[src/rtl/verificador_pin_param_pkg.sv]
// pkg_cajero: shared definitions for the cashier PIN-entry blocks.
//   estado_t        - FSM state encoding for verificador_pin_param
//   DIGITO_INVALIDO - keypad idle code
//   DIGITO_MAX      - largest valid BCD digit
//   ancho_contador  - bits needed to hold the values 0..cuenta_max
package pkg_cajero;

   typedef enum logic [1:0] {
      IDLE        = 2'd0,
      RECIBIENDO  = 2'd1,
      VERIFICANDO = 2'd2,
      BLOQUEADO   = 2'd3
   } estado_t;

   localparam logic [3:0] DIGITO_INVALIDO = 4'hF;
   localparam logic [3:0] DIGITO_MAX      = 4'd9;

   function automatic int ancho_contador(input int cuenta_max);
      return (cuenta_max < 2) ? 1 : $clog2(cuenta_max + 1);
   endfunction

endpackage

[src/rtl/verificador_pin_param_contador_timeout.sv]
// contador_timeout: inactivity counter for the PIN-entry session.
//   clk       in  system clock
//   reset     in  synchronous, active-high reset
//   limpiar   in  restart the count from zero (has priority)
//   habilitar in  count while high
//   expirado  out high during the cycle in which the count sits at
//                 TIMEOUT_CICLOS-1 and is neither cleared nor disabled
module contador_timeout
   import pkg_cajero::*;
#(
   parameter int TIMEOUT_CICLOS = 1000
) (
   input  logic clk,
   input  logic reset,
   input  logic limpiar,
   input  logic habilitar,
   output logic expirado
);

   localparam int CW = ancho_contador(TIMEOUT_CICLOS - 1);
   localparam logic [CW-1:0] LIMITE = CW'(TIMEOUT_CICLOS - 1);

   logic [CW-1:0] cuenta;

   always_ff @(posedge clk) begin
      if (reset || limpiar) begin
         cuenta <= '0;
      end else if (habilitar && (cuenta != LIMITE)) begin
         cuenta <= cuenta + 1'b1;
      end
   end

   // A strobe in the same cycle as the limit wins: the session stays alive.
   assign expirado = habilitar && !limpiar && (cuenta == LIMITE);

endmodule

[src/rtl/verificador_pin_param.sv]
// verificador_pin_param: parametrised PIN entry and verification FSM.
//   clk, reset        system clock, synchronous active-high reset
//   tarjeta_recibida  card inserted (level)
//   digito_stb/digito keypad digit strobe and BCD value (>9 ignored)
//   borrar_stb        backspace strobe
//   cancelar          abort the session
//   pin_correcto      expected PIN, first digit in the MS nibble
//   pin, num_digitos  digits entered so far (right-aligned) and their count
//   intentos          failed attempts, cleared only by a match or reset
//   pin_ok, pin_incorrecto, timeout, fin  one-cycle result pulses
//   advertencia       intentos >= INTENTOS_ADV
//   bloqueo           sticky lockout, only reset clears it
// Handshake: all strobes are single-cycle, sampled on the rising edge, and
// accepted only in RECIBIENDO; there is no back-pressure.
module verificador_pin_param
   import pkg_cajero::*;
#(
   parameter int DIGITOS        = 4,
   parameter int INTENTOS_MAX   = 3,
   parameter int INTENTOS_ADV   = 2,
   parameter int TIMEOUT_CICLOS = 1000
) (
   input  logic                               clk,
   input  logic                               reset,
   input  logic                               tarjeta_recibida,
   input  logic                               digito_stb,
   input  logic [3:0]                         digito,
   input  logic                               borrar_stb,
   input  logic                               cancelar,
   input  logic [4*DIGITOS-1:0]               pin_correcto,
   output logic [4*DIGITOS-1:0]               pin,
   output logic [$clog2(DIGITOS+1)-1:0]       num_digitos,
   output logic [$clog2(INTENTOS_MAX+1)-1:0]  intentos,
   output logic                               pin_ok,
   output logic                               pin_incorrecto,
   output logic                               advertencia,
   output logic                               bloqueo,
   output logic                               timeout,
   output logic                               fin
);

   localparam int PW = 4 * DIGITOS;
   localparam int NW = $clog2(DIGITOS + 1);
   localparam int IW = $clog2(INTENTOS_MAX + 1);

   estado_t          estado, estado_sig;
   logic [PW-1:0]    pin_sig;
   logic [NW-1:0]    num_sig;
   logic [IW-1:0]    intentos_sig, intentos_inc;
   logic             adv_sig, bloq_sig, ok_sig, inc_sig, to_sig, fin_sig;
   logic             expirado, habilitar_tmr, limpiar_tmr;

   // Counter only runs while collecting digits; being held at zero elsewhere
   // gives the clear-on-entry behaviour for free.
   assign habilitar_tmr = (estado == RECIBIENDO);
   assign limpiar_tmr   = !habilitar_tmr || digito_stb || borrar_stb;

   contador_timeout #(
      .TIMEOUT_CICLOS(TIMEOUT_CICLOS)
   ) u_contador_timeout (
      .clk      (clk),
      .reset    (reset),
      .limpiar  (limpiar_tmr),
      .habilitar(habilitar_tmr),
      .expirado (expirado)
   );

   assign intentos_inc = (intentos == IW'(INTENTOS_MAX)) ? intentos : intentos + 1'b1;

   always_comb begin
      estado_sig   = estado;
      pin_sig      = pin;
      num_sig      = num_digitos;
      intentos_sig = intentos;
      adv_sig      = advertencia;
      bloq_sig     = bloqueo;
      ok_sig       = 1'b0;
      inc_sig      = 1'b0;
      to_sig       = 1'b0;
      fin_sig      = 1'b0;
      case (estado)
         IDLE: begin
            pin_sig = '0;
            num_sig = '0;
            if (tarjeta_recibida) estado_sig = RECIBIENDO;
         end
         RECIBIENDO: begin
            if (cancelar) begin
               pin_sig    = '0;
               num_sig    = '0;
               fin_sig    = 1'b1;
               estado_sig = IDLE;
            end else if (borrar_stb) begin
               if (num_digitos != '0) begin
                  pin_sig = {4'h0, pin[PW-1:4]};
                  num_sig = num_digitos - 1'b1;
               end
            end else if (digito_stb) begin
               if (digito <= DIGITO_MAX) begin
                  pin_sig = {pin[PW-5:0], digito};
                  num_sig = num_digitos + 1'b1;
                  if (num_digitos == NW'(DIGITOS - 1)) estado_sig = VERIFICANDO;
               end
            end else if (expirado) begin
               pin_sig    = '0;
               num_sig    = '0;
               to_sig     = 1'b1;
               fin_sig    = 1'b1;
               estado_sig = IDLE;
            end
         end
         VERIFICANDO: begin
            if (pin == pin_correcto) begin
               // pin stays visible for the pulse cycle; IDLE clears it after.
               ok_sig       = 1'b1;
               fin_sig      = 1'b1;
               intentos_sig = '0;
               adv_sig      = 1'b0;
               estado_sig   = IDLE;
            end else begin
               inc_sig      = 1'b1;
               intentos_sig = intentos_inc;
               pin_sig      = '0;
               num_sig      = '0;
               adv_sig      = (intentos_inc >= IW'(INTENTOS_ADV));
               if (intentos_inc == IW'(INTENTOS_MAX)) begin
                  bloq_sig   = 1'b1;
                  fin_sig    = 1'b1;
                  estado_sig = BLOQUEADO;
               end else begin
                  estado_sig = RECIBIENDO;
               end
            end
         end
         BLOQUEADO: begin
            estado_sig = BLOQUEADO;
         end
         default: begin
            estado_sig = IDLE;
         end
      endcase
   end

   always_ff @(posedge clk) begin
      if (reset) begin
         estado         <= IDLE;
         pin            <= '0;
         num_digitos    <= '0;
         intentos       <= '0;
         advertencia    <= 1'b0;
         bloqueo        <= 1'b0;
         pin_ok         <= 1'b0;
         pin_incorrecto <= 1'b0;
         timeout        <= 1'b0;
         fin            <= 1'b0;
      end else begin
         estado         <= estado_sig;
         pin            <= pin_sig;
         num_digitos    <= num_sig;
         intentos       <= intentos_sig;
         advertencia    <= adv_sig;
         bloqueo        <= bloq_sig;
         pin_ok         <= ok_sig;
         pin_incorrecto <= inc_sig;
         timeout        <= to_sig;
         fin            <= fin_sig;
      end
   end

endmodule

[config.mk]
export PLATFORM = sky130hd
export DESIGN_NAME = verificador_pin_param
export DESIGN_NICKNAME = d
export VERILOG_FILES = /design/src/rtl/verificador_pin_param_pkg.sv /design/src/rtl/verificador_pin_param_contador_timeout.sv /design/src/rtl/verificador_pin_param.sv
export SDC_FILE = /design/constraint.sdc
export NUM_CORES = 1
export LEC_CHECK = 0
export ABC_AREA = 0
export BUFFER_PORTS_ARGS = -buffer_cell sky130_fd_sc_hd__buf_2
export CAP_MARGIN = 20
export CORE_MARGIN = 4
export CORE_UTILIZATION = 28
export CTS_BUF_LIST = sky130_fd_sc_hd__clkbuf_8
export CTS_CLUSTER_DIAMETER = 200
export CTS_CLUSTER_SIZE = 25
export DETAILED_ROUTE_END_ITERATION = 8
export MAX_ROUTING_LAYER = met4
export PLACE_DENSITY = 0.45
export SYNTH_ARGS = -nofsm -noshare
export SYNTH_HDL_FRONTEND = slang
export SYNTH_HIERARCHICAL = 1
export SYNTH_SLANG_ARGS = --single-unit
export TNS_END_PERCENT = 5
[constraint.sdc]
create_clock -name clk -period 3.1 [get_ports clk]
set_input_delay 0.62 -clock clk [delete_from_list [all_inputs] [get_ports clk]]
set_output_delay 0.62 -clock clk [all_outputs]
set_load 0.005 [all_outputs]
==> results.md, run 1 <==
Status:
- The flow ran to the end, and the final reports show no timing, DRC or antenna violations.

Clock tree:
- The CTS clock-pin slew for the worst setup and hold paths is 80 ps.
- For this design, the CTS-stage hold fixing added 0 buffers.
- The CTS tree is done.
- The H-tree generated during clock tree synthesis spans 2 levels.
- Clock tree synthesis found a total of 38 sinks.
- In this run the deepest clock path goes through 2 buffers.
- The setup fix buffers added after clock tree synthesis is 0.
- In this run, CTS created clock tree buffers numbering 5.
- For the worst-skew pair, the clock arrives at the later sink with an insertion delay of 300 ps.
- CTS placed an instance of sky130_fd_sc_hd__clkbuf_8 at the clock tree root.
- Once the clock tree was built, the resizer swapped 0 gates to a different size.

Cells and area:
- Counting the fill cells in the layout gives 1090.
- For this run, the number of standard cells in the final layout without fillers is 525.
- 0 antenna diodes ended up in the layout.
- The fraction of layout cells with a size suffix above 1 is 0.212.
- The post-route standard cell area excluding fillers is 3250 um^2.
- The area growth from synthesis to layout is 15.0%.
- The final net count is 427.
- The final design utilization is 0.331.

Synthesis:
- In the post-synthesis netlist, the cell with the most instances is sky130_fd_sc_hd__dfxtp_1.
- Counting flops with a built-in enable in the synthesized netlist gives 0.
- Counting every instance in the synthesized netlist gives 349.
- Of the synthesized area, sequential elements account for 0.269.
- The fraction of registers with async set/reset is 0.
- Of the total synthesized cell area, the portion taken by full adders, half adders and majority gates is 0.0398.
- The share of the synthesized area in compound gates (AO/OA/AOI/OAI) was 0.183.
- In this run the cell area of the synthesized design comes to 2830 um^2.
- The post-synthesis mux area share is 0.0106.
- By area, the combinational part of the netlist is dominated by simple AND/OR/NAND/NOR gates.
- Ranked by instance count, the synthesized netlist is headed by sky130_fd_sc_hd__dfxtp_1 (38), sky130_fd_sc_hd__nand2_1 (28), sky130_fd_sc_hd__nand3_1 (22).
- Of the post-synthesis cell area, the dominant cell type holds 0.269.
- Counting every net in the synthesized netlist gives 384.
- The synthesized design contains 38 register bits.
- The average cell area after synthesis is 8.10 um^2.
- The total of warnings raised by yosys is 6.
- Of the total synthesized cell area, the portion taken by AND, OR, NAND and NOR gates is 0.363.
- The cell type with the highest aggregate area in the netlist is sky130_fd_sc_hd__dfxtp_1.
- By area the synthesized netlist is led by sky130_fd_sc_hd__dfxtp_1 (27%), sky130_fd_sc_hd__or4_1 (5.3%), sky130_fd_sc_hd__xnor2_1 (5.0%).
- The fraction of synthesized cell area in xor and xnor cells is 0.0558.
- The main flop type after synthesis is sky130_fd_sc_hd__dfxtp_1.
- Synthesis instantiated 57 different standard cells from the library.

Setup path:
- In this run the critical register-to-register path is launched from estado[1].
- The logic depth of the worst register-to-register path is 10.
- The category of the worst setup path launch point is a flop.
- In this run the worst setup path begins at estado[1].
- The setup path with the least slack is of type flop to flop.
- STA classifies the critical path endpoint as a flop.
- The capture instance of the worst register-to-register path is num_digitos[2].
- STA puts the critical path data required time at 3320 ps.
- The endpoint arrival time on the critical path is 2840 ps.
- Along the worst path, the maximum fanout reaches 32.
- In this run the worst setup path terminates at num_digitos[2].
- For flop-to-flop paths, the worst setup slack is 480 ps.

Routing:
- The routed layout has 2844 vias.
- After detailed routing, the number of vias per cell comes to 5.42.
- For this block, the initial DRC count from the detailed router was 200.
- Dividing the detail-routed wire length by the instance count gives 16.5 um.
- The number of routed nets with antenna violations is 0.
- The total wire length is 8660 um.
- The number of iterations in the first detailed-routing pass is 5.
- The count of unresolved DRC violations after routing is 0.

STA:
- The post-layout minimum cycle time is 2620 ps.
- Clock skew on the completed layout was measured at 7.86 ps.
- The final-report max-slew violation count is 0.
- Setup violations remaining at the end of the flow were counted as 0.
- The highest clock frequency the design can meet is 381 MHz.
- The relative max-transition margin is 0.627.
- For the final routed database, the setup TNS stands at 0 ps.
- At the pin with the least slew margin, the transition time is 560 ps.
- Setup repair after global routing left no endpoint under its margin.
- Dividing the final minimum period by the clock period gives 0.846.
- The minimum setup slack in the final design is 478 ps.
- The final count of hold timing violations is 0.

Global route:
- Global routing finished with a remaining overflow of 0.
- The largest net degree at the start of global routing is 46.
- The overall track demand over capacity in global routing is 0.155.
- The first global-routing pass estimated 14200 um of wire.
- The via count of the first global-routing pass was 2685.
- The number of antenna violations at the first check in global routing is 0.

Floorplanning:
- The floorplan step set the die height to 108 um.
- The number of standard-cell rows in the floorplan is 36.
- The total area inside the core boundary comes to 9820 um^2.
- The top-level port count is 53.
- The die outline width is 108 um.
- The starting utilization of the core area is 0.288.
- The die covers 11800 um^2.

Place:
- In this run the cell area measured after placement is 3170 um^2.
- The global placer's final weighted congestion is 0.744.
- Buffers placed on the I/O ports in this run total 52.
- Prior to clock tree synthesis, the placed netlist has a worst setup slack of 356 ps.
- After detailed placement, the design holds a cell count of 518.
- After legalization and detailed placement, the total HPWL measured 5760 um.

Hold path:
- The type of the most critical hold path is flop to flop.

Power:
- The standby leakage power is 1.17 nW.
- In this run the power density over the cells is 335 nW/um^2.
- The maximum vdd ir drop is 0.000160 V.

Run:
- The number of violations of the max-capacitance limit is 0.
-- worst min path at each step --
| stage | slack, ps | to | startpoint | cells past startpoint |
|---|---|---|---|---|
| finish | 450 | bloqueo | bloqueo | 2 |
| detailed placement | 440 | bloqueo | bloqueo | 2 |
| CTS | 450 | bloqueo | bloqueo | 2 |
| floorplan | 440 | bloqueo | bloqueo | 2 |
| global route | 470 | bloqueo | bloqueo | 2 |
| global placement | 430 | bloqueo | bloqueo | 2 |
-- report_power, final --
group          switching, mW  total, mW  internal (mW)
clock                  0.195      0.346          0.152
combinational          0.153      0.236         0.0825
sequential            0.0112      0.507          0.496
total                  0.359       1.09          0.730
-- critical path: stages (launching register included) --
cell and delay (ps):
sky130_fd_sc_hd__dfxtp_1 360, sky130_fd_sc_hd__inv_1 90, sky130_fd_sc_hd__ha_1 250, sky130_fd_sc_hd__buf_4 220, sky130_fd_sc_hd__nand2_1 70, sky130_fd_sc_hd__nor4_1 260
sky130_fd_sc_hd__or3_1 180, sky130_fd_sc_hd__a21oi_2 60, sky130_fd_sc_hd__or2_4 380, sky130_fd_sc_hd__or4_1 500, sky130_fd_sc_hd__o211ai_1 170
-- layout by cell type (no fill, tap or decap), drive strengths merged, types with 10 or more instances in the layout --
| cell type | netlist | final |
|---|---|---|
| buf | 19 | 66 |
| dfxtp | 38 | 38 |
| nand2 | 29 | 29 |
| nand3 | 22 | 22 |
| nand4 | 22 | 22 |
| or4 | 20 | 20 |
| xnor2 | 16 | 16 |
| nor4 | 16 | 16 |
| a31oi | 15 | 15 |
| a21oi | 15 | 15 |
| nand3b | 14 | 14 |
| a21o | 12 | 12 |
| inv | 10 | 10 |
-- logic make-up after synthesis --
group | after synthesis
AO/OA/AOI/OAI | 75
XOR/XNOR | 18
buffers and inverters | 40
AND/OR/NAND/NOR | 166
flip-flops | 38
adder cells (fa/ha/maj) | 9
multiplexers | 3
-- layout make-up --
| type | count | area [um^2] | area share |
|---|---|---|---|
| multi-input combinational | 271 | 1840 | 0.567 |
| sequential | 38 | 761 | 0.234 |
| timing repair buffer | 66 | 365 | 0.112 |
| tap | 133 | 166 | 0.0512 |
| clock buffer | 5 | 68.8 | 0.0212 |
| inverter | 10 | 37.5 | 0.0115 |
| clock inverter | 2 | 10.0 | 0.00308 |
-- flip-flops by register name, indices dropped and copies added (netlist names), 2 cells and up --
signal	cells
estado	2
intentos	2
u_contador_timeout/cuenta	10
pin	16
num_digitos	3
-- through the flow --
step                hold slack, ps  power, mW
floorplan                      442      0.692
global placement               434      0.753
detailed placement             437      0.754
CTS                            450       1.11
global route                   474       1.15
finish                         448       1.09
-- per-layer routing --
layer,vias to the layer above,track usage,routed length (um)
met2,70,0.231,3910
met4,0,0.0379,96
met1,1343,0.216,4310
met3,9,0.0281,346
met5,-,-,0
li1,1422,-,-
Power figures use the tool's default switching activity.
==> run 2, diff against run 1 <==
==> constraint.sdc (replaced) <==
create_clock -name clk -period 2.5 [get_ports clk]
set_input_delay 0.5 -clock clk [delete_from_list [all_inputs] [get_ports clk]]
set_output_delay 0.5 -clock clk [all_outputs]
set_load 0.005 [all_outputs]
==> run 2 against run 1 <==
Against the previous run:
- sequential power is 24% higher
- sequential cell count stayed put
- clock power is 32% higher
- register-to-register slack worse by 250 ps
- design area is 3.5% higher
- critical endpoint unchanged
- global-route usage is 0.19 points higher
- core utilization is 1.2 points higher
- die area stayed put
==> results.md, run 2 (same netlist as run 1, synthesis figures left out) <==
Status:
- The flow ran to the end, and the final reports show no timing, DRC or antenna violations.

Setup path:
- The critical path start-end classification is flop to flop.
- The worst endpoint required time is 2710 ps.
- The category of the worst setup path launch point is a flop.
- In this run the worst path has a maximum fanout of 16.
- The endpoint arrival time on the critical path is 2490 ps.
- The worst setup path is captured at a flop.

Power:
- Of the total power, the share spent switching nets is 0.326.
- The part of the power in combinational logic is 0.225.
- The power per cell area is 416 nW/um^2.
- The share of power burned in registers is 0.448.
- The internal power is 0.945 mW.
- The standby leakage power is 1.24 nW.
- The final total power is 1.40 mW.
- Summed over all nets, the switching power comes to 0.457 mW.
- IR analysis of the VDD net gives a maximum drop of 0.000186 V.
- The share of power burned in the clock network is 0.327.

Cells and area:
- The register with the highest flop count is pin.
- The most common cell after layout, fill and taps aside is sky130_fd_sc_hd__buf_2.
- In the final layout, the registers with the most flip-flops are pin x16, u_contador_timeout/cuenta x10, num_digitos x3.
- Leaving out filler cells and counting taps, the final layout contains 537.
- Of the cells placed in the final design, the portion with a size suffix greater than 1 is 0.238.
- In the final layout, flip-flops and latches occupy 761 um^2.
- Fill cells in the final layout number 1087.
- The synthesis-to-finish area growth is 19.1%.
- The antenna diode count is 0.
- The library cells used most frequently in the layout, excluding fill and tap cells, are sky130_fd_sc_hd__buf_2 (52), sky130_fd_sc_hd__dfxtp_1 (38), sky130_fd_sc_hd__nand2_1 (28).
- The register with the most flip-flops in the layout has 16 of them.
- In the final layout, the multi-input gates occupy 1860 um^2.
- In the final design database the tool counted 438 nets.

Clock tree:
- The CTS buffer count is 5.
- The maximum buffer depth of the clock tree is 2.
- The cell chosen for the clock root is sky130_fd_sc_hd__clkbuf_8.
- TritonCTS built the clock tree.
- The worst-skew pair later-pin latency is 290 ps.
- CTS built an H-tree with a depth of 2.
- The CTS clock-pin slew for the worst setup and hold paths is 80 ps.
- Counting every sink on the clock net gives 38.
- After clock tree synthesis, the setup repair step added 0 buffers.

Floorplanning:
- The floorplan step defined a core boundary enclosing 9820 um^2.
- The top-level port count is 53.
- The floorplan has 36 rows.
- For this configuration, the core starts out at a cell density of 0.288.
- Measured along the x axis, the die boundary spans 108 um.
- The floorplan step defined a die boundary enclosing 11800 um^2.
- Measured along the y axis, the die boundary spans 108 um.

Global route:
- In this run the most used layer during global routing was met2.
- The via count of the first global-routing pass is 2702.
- The final global-route overflow total is 0.
- Entering global routing, the biggest net connects 46 pins.
- For this run, global-route usage on met3 was measured as 0.0227.
- In the global route stage, met2 resource usage came out at 0.233.
- The global-route wire length before repair is 14200 um.
- The overall track demand over capacity in global routing is 0.157.
- For this run, global-route usage on met1 was measured as 0.225.
- The number of antenna violations at the first check in global routing is 0.

STA:
- The relative max-transition margin is 0.734.
- The final count of hold timing violations is 0.
- Subtracting the final worst setup slack from the clock period gives 2270 ps.
- The total of endpoints with negative setup slack in the final report is 0.
- Of the available clock period, the critical path in the final layout requires 0.910.
- Across the routed clock network, the largest skew measured is 9.54 ps.
- The accumulated negative setup slack is 0 ps.
- Derived from the worst setup path, the maximum achievable clock frequency is 440 MHz.
- At the pin with the least slew margin, the transition time is 399 ps.
- Setup repair after global routing left no endpoint under its margin.
- The final-report max-slew violation count is 0.

Routing:
- The violation count after the first detailed-route iteration is 128.
- The detailed-route vias per instance is 5.43.
- After detailed routing, the total wire length is 9060 um.
- The total vias in the final route is 2915.
- The final routed wire length divided by cell count is 16.9 um.
- Before antenna repair, the detailed router went through 4 iterations.
- Once detail routing completed, the nets flagged for antenna violations numbered 0.
- After detailed routing, the number of remaining DRC violations is 0.

Run:
- The number of violations of the max-capacitance limit is 0.

Place:
- The total placed cells including tap cells is 528.
- The global placer's final weighted congestion is 0.754.
- In this run the tool buffered the top-level ports with 52 buffer cells.
- Summed over all nets, the half-perimeter wirelength after detailed placement is 6040 um.

Hold path:
- The type of the most critical hold path is flop to flop.
## run 2: cell count changes in the layout (fill, tap and decap cells not counted), sizes merged
cell | before | now
clkinv | 2 | 1
or2 | 3 | 4
clkbuf | 5 | 6
buf | 66 | 76
inv | 10 | 11
## run 2: through the flow
step / hold WS [ps] / utilization / area [um^2] / worst slack (ps)
2_1_floorplan: 442 / - / 2830 / 44.5
3_3_place_gp: 437 / 0.333 / 3270 / 91.5
3_5_place_dp: 451 / 0.333 / 3270 / 45.3
4_1_cts: 465 / 0.342 / 3360 / 79.9
5_1_grt: 479 / 0.343 / 3370 / 50.9
6_report: 454 / 0.343 / 3370 / 226
## run 2: worst paths after layout
kind | start | to | slack (ps) | cells after the start
worst max-delay path | estado[1] | num_digitos[2] | 230 | 9
worst min-delay path | bloqueo | bloqueo | 450 | 2
worst min register to register | bloqueo | bloqueo | 450 | 2
worst max register to register | estado[1] | num_digitos[2] | 230 | 9
## run 2: timing repair
item / 4_1_cts / 5_1_grt
hold buffers: 0 / 0
setup endpoints to repair: 0 / 9
gates resized for setup: 0 / 1
## run 2: area by class of cell
cell class,count,area share
multi-input cells,272,0.552
flip-flops and latches,38,0.226
repair buffers,76,0.134
well taps,133,0.0494
clock buffers,6,0.0245
clock inverters,2,0.00260
inverters,10,0.0111
## run 2: power by group through the flow
stage	registers, mW	clock network, mW	logic, mW
2_1_floorplan	0.641	0	0.218
3_3_place_gp	0.643	0	0.303
3_5_place_dp	0.643	0	0.301
4_1_cts	0.629	0.475	0.302
5_1_grt	0.631	0.495	0.348
6_report	0.629	0.458	0.315
## run 2: critical path: stages, from the launching register on
cell,delay [ps]
sky130_fd_sc_hd__dfxtp_1,310
sky130_fd_sc_hd__inv_1,70
sky130_fd_sc_hd__ha_2,240
sky130_fd_sc_hd__nand2_1,80
sky130_fd_sc_hd__nor4_2,300
sky130_fd_sc_hd__or3_1,160
sky130_fd_sc_hd__a21oi_2,70
sky130_fd_sc_hd__or2_4,330
sky130_fd_sc_hd__or4_1,480
sky130_fd_sc_hd__o211ai_1,150
## run 2: routing by layer
metal  vias to the layer above  wire (um)
met4                         0         85
met1                      1375       4350
li1                       1438          -
met3                         7        535
met2                        95       4090
met5                         -          0
==> run 3, diff against run 2 <==
--- a/config.mk
+++ b/config.mk
@@ -14,10 +14,10 @@
 export CTS_CLUSTER_DIAMETER = 200
 export CTS_CLUSTER_SIZE = 25
 export DETAILED_ROUTE_END_ITERATION = 8
+export GPL_TIMING_DRIVEN = 1
 export MAX_ROUTING_LAYER = met4
-export PLACE_DENSITY = 0.45
+export PLACE_DENSITY = 0.48
 export SYNTH_ARGS = -nofsm -noshare
 export SYNTH_HDL_FRONTEND = slang
-export SYNTH_HIERARCHICAL = 1
 export SYNTH_SLANG_ARGS = --single-unit
 export TNS_END_PERCENT = 5
==> constraint.sdc (replaced) <==
create_clock -name clk -period 2 [get_ports clk]
set_input_delay 0.4 -clock clk [delete_from_list [all_inputs] [get_ports clk]]
set_output_delay 0.4 -clock clk [all_outputs]
set_load 0.005 [all_outputs]
==> run 3 against run 2 <==
Against the previous run:
- highest routed layer unchanged
- non-clock buffer count rose by 40
- critical path depth shrank 2
- largest power group unchanged
- the flow now finishes with violations (setup timing)
- global-route usage fell by 0.61 points
==> results.md, run 3 <==
STA:
- Setup violations remaining at the end of the flow were counted as 1.
- Across all setup checks in the final design, the least slack found is -1.95 ps.
- The setup clock skew after layout is 13.4 ps.
- Setup repair after global routing could not meet its margin everywhere.
- The accumulated negative setup slack is -1.95 ps.
- The final count of hold timing violations was 0.
- The measured slew at the worst slew-check pin is 350 ps.
- Of the available clock period, the critical path in the final layout requires 1.00.
- The highest clock frequency the design can meet is 500 MHz.
- After layout, the minimum clock period comes to 2000 ps.
- The final-report max-slew violation count is 0.
- The relative max-transition margin is 0.760.

Routing:
- Across all layers, the routed design uses 2174 vias.
- Using the TritonRoute via totals, the vias-per-cell ratio works out to 4.80.
- Dividing the detail-routed wire length by the instance count gives 14.8 um.
- Before antenna repair, the detailed router went through 4 iterations.
- The violation count after the first detailed-route iteration is 103.
- Once detail routing completed, the nets flagged for antenna violations numbered 0.
- The total wire length is 6710 um.
- For this run, design rule violations remaining after detail routing come to 0.

Power:
- The maximum vdd ir drop is 0.000293 V.
- Summed over all cells, the static leakage comes to 1.42 nW.
- For this design the ratio of total power to cell area is 706 nW/um^2.
- In this run the power spent charging and discharging nets is 0.645 mW.
- The share of power burned in registers is 0.372.
- The share of power burned in the clock network is 0.340.
- The internal power is 1.66 mW.
- The part of the power in combinational logic is 0.288.
- Of the total power, the share spent switching nets is 0.280.

Synthesis:
- After technology mapping, the gate count stands at 246.
- The number of different library cells in the post-synthesis netlist is 46.
- The main flop type after synthesis is sky130_fd_sc_hd__dfxtp_1.
- Sorting the synthesized cells by area gives the leading types as sky130_fd_sc_hd__dfxtp_1 (36%), sky130_fd_sc_hd__xor2_1 (8.4%), sky130_fd_sc_hd__ha_1 (5.1%).
- The fraction of registers with async set/reset is 0.
- Summing every instance area after synthesis gives 2190 um^2.
- The total of warnings raised by yosys is 0.
- The number of nets handed over by synthesis was 281.
- The area share of the leading cell type in the synthesized netlist is 0.357.
- The register area share after synthesis is 0.357.
- Summed over all instances, the cell type with the most area after synthesis is sky130_fd_sc_hd__dfxtp_1.
- Counting instances in the post-synthesis netlist gives the leading cell types as sky130_fd_sc_hd__dfxtp_1 (39), sky130_fd_sc_hd__nor2_1 (23), sky130_fd_sc_hd__xor2_1 (21).
- The count of flip-flops with a built-in enable after synthesis is 0.
- By instance count, the leading cell after synthesis is sky130_fd_sc_hd__dfxtp_1.
- Each instance of the synthesized netlist takes up on average 8.89 um^2.
- The synthesized design contains 39 register bits.

Setup path:
- The library cell contributing the largest single delay on the critical path is sky130_fd_sc_hd__or3_4.
- STA puts the critical path data arrival time at 2160 ps.
- The startpoint of the worst-slack reg-to-reg timing path is u_contador_timeout.cuenta[1].
- The critical path is of the flop to flop type.
- The largest single stage delay on the critical path is 390 ps.
- The type of element capturing the critical path is a flop.
- In this run the worst setup path begins at u_contador_timeout.cuenta[1].
- The worst setup path is launched from a flop.
- The signal on the critical path passes through ha_4, inv_2, or3_4, a311oi_4, buf_4, a21boi_4, a2111oi_1.
- The worst endpoint required time is 2160 ps.
- The largest fanout on the critical path is 7.

Cells and area:
- The register with the highest flop count is pin.
- The area growth from synthesis to layout is 49.2%.
- The finished cells cover 3260 um^2.
- The fraction of layout cells with a size suffix above 1 is 0.418.
- The net count of the finished layout is 388.
- The sequential cells in the finished layout cover a total of 791 um^2.
- The register with the most flip-flops in the layout has 16 of them.
- Leaving out fill and tap cells, the most frequent cells in the layout are sky130_fd_sc_hd__buf_4 (60), sky130_fd_sc_hd__buf_2 (52), sky130_fd_sc_hd__dfxtp_1 (35).
- The antenna diode count is 0.
- The footprint of the multi-input gates is 1420 um^2.
- The largest registers in the layout are pin x16, u_contador_timeout.cuenta x10, num_digitos x3.
- The filler cells instantiated in the layout total 766.
- The finished layout holds 453 standard cells, fillers aside.
- The most common cell after layout, fill and taps aside is sky130_fd_sc_hd__buf_4.

Global route:
- The largest net degree at the start of global routing is 22.
- The number of antenna violations at the first check in global routing is 0.
- Summed over all layers, the global routing overflow is 0.
- Across every metal layer, demand over resource in global routing totals 0.151.
- The via count of the first global-routing pass is 2068.
- The first global-routing pass estimated 10500 um of wire.

Clock tree:
- Clock tree synthesis inserted a total of 5 buffers.
- Hold repair after CTS inserted 0 buffers.
- The tree is rooted in a sky130_fd_sc_hd__clkbuf_8.
- TritonCTS built the clock tree.
- In this run the deepest clock path goes through 2 buffers.
- The H-tree generated during clock tree synthesis spans 2 levels.
- After clock tree synthesis, the clock-pin slew on the worst setup and hold paths is 80 ps.
- For this design, the sink count on the clock tree is 39.
- The worst-skew pair later-pin latency is 300 ps.

Run:
- The tool flagged a number of max-cap violations equal to 0.

Place:
- The setup slack after placement is -241 ps.
- The number of port buffers is 52.
- The half-perimeter wire length after placement is 4890 um.
- The global placer's final weighted congestion is 0.804.
- In this run the cell area measured after placement is 2990 um^2.
- Including well taps, the total number of placed cells is 439.

Floorplanning:
- The starting utilization of the core area is 0.295.
- The die is 96.4 um wide.
- The initialized floorplan defines 31 standard-cell rows.
- The die boundary height is 96.4 um.
- The area of the core region is 7410 um^2.
- For this design the top-level I/O count stands at 53.
- The die covers 9290 um^2.

Hold path:
- The path class of the tightest hold or removal check is input pin to flop.
- The worst hold path begins at cancelar.

Status:
- The run finished, with violations left.
- The checks that failed: setup timing.
==> run 3: changes by cell type in the layout (fill, tap and decap cells not counted), moves of 14 or more <==
cell	previous run	this run
sky130_fd_sc_hd__nand2_1	28	5
sky130_fd_sc_hd__buf_4	23	60
sky130_fd_sc_hd__xnor2_1	16	2
sky130_fd_sc_hd__or4_1	20	1
sky130_fd_sc_hd__xor2_1	2	21
sky130_fd_sc_hd__nand3_1	22	3
sky130_fd_sc_hd__nor2_1	9	23
sky130_fd_sc_hd__nand4_1	20	4
==> run 3: stage by stage <==
| stage | power (mW) | utilization | hold slack [ps] |
|---|---|---|---|
| 2_1_floorplan | 1.18 | - | 458 |
| 3_3_place_gp | 1.45 | 0.403 | 451 |
| 3_5_place_dp | 1.46 | 0.403 | 457 |
| 4_1_cts | 2.31 | 0.432 | 389 |
| 5_1_grt | 2.43 | 0.440 | 389 |
| 6_report | 2.30 | 0.440 | 387 |
==> run 3: cells by family after synthesis <==
logic type,after synthesis,synth area share
buffers and inverters,26,0.0526
flip-flops,39,0.357
AND/OR/NAND/NOR,86,0.214
XOR/XNOR,23,0.0921
adder cells (fa/ha/maj),9,0.0515
AO/OA/AOI/OAI,56,0.201
multiplexers,7,0.0320
==> run 3: metal layers <==
metal / GRT usage / up-vias / share of wire
met2: 0.225 / 45 / 0.46
met5: - / - / 0
met3: 0.0248 / 4 / 0.038
met1: 0.212 / 1004 / 0.49
li1: - / 1121 / -
met4: 0.0386 / 0 / 0.0080
==> run 3: final timing paths <==
path,end,slack [ps],cells after the start
worst max register to register,pin[3],-2,7
worst min register to register,advertencia,470,2
worst min-delay path,timeout,390,3
worst max-delay path,pin[3],-2,7
==> run 3: power by group through the flow <==
stage,clock [mW],combinational (mW),sequential [mW]
4_1_cts,0.804,0.644,0.859
3_5_place_dp,0,0.579,0.877
5_1_grt,0.839,0.727,0.864
6_report,0.784,0.663,0.857
2_1_floorplan,0,0.275,0.902
3_3_place_gp,0,0.574,0.877
==> run 3: worst max-delay path, delay by kind of cell (launching register included) <==
kind,cells,cell delay [ps]
adders and majority gates,1,130
AOI/OAI and AO/OA,3,780
DFF,1,360
buffers and inverters,2,200
and+or+nand+nor,1,390
==> run 3: final cells by class <==
class	count	area share
Clock inverter	3	0.0196
Tap cell	99	0.0380
Multi-Input combinational cell	182	0.434
Timing Repair Buffer	116	0.234
Sequential cell	39	0.242
Inverter	9	0.0104
Clock buffer	5	0.0211
==> run 3: timing repair <==
item,4_1_cts,5_1_grt
hold endpoints to repair,0,0
pin swaps,11,2
resized for setup,16,14
endpoints found under the setup margin,18,21
setup buffers,3,2
cloned,1,0
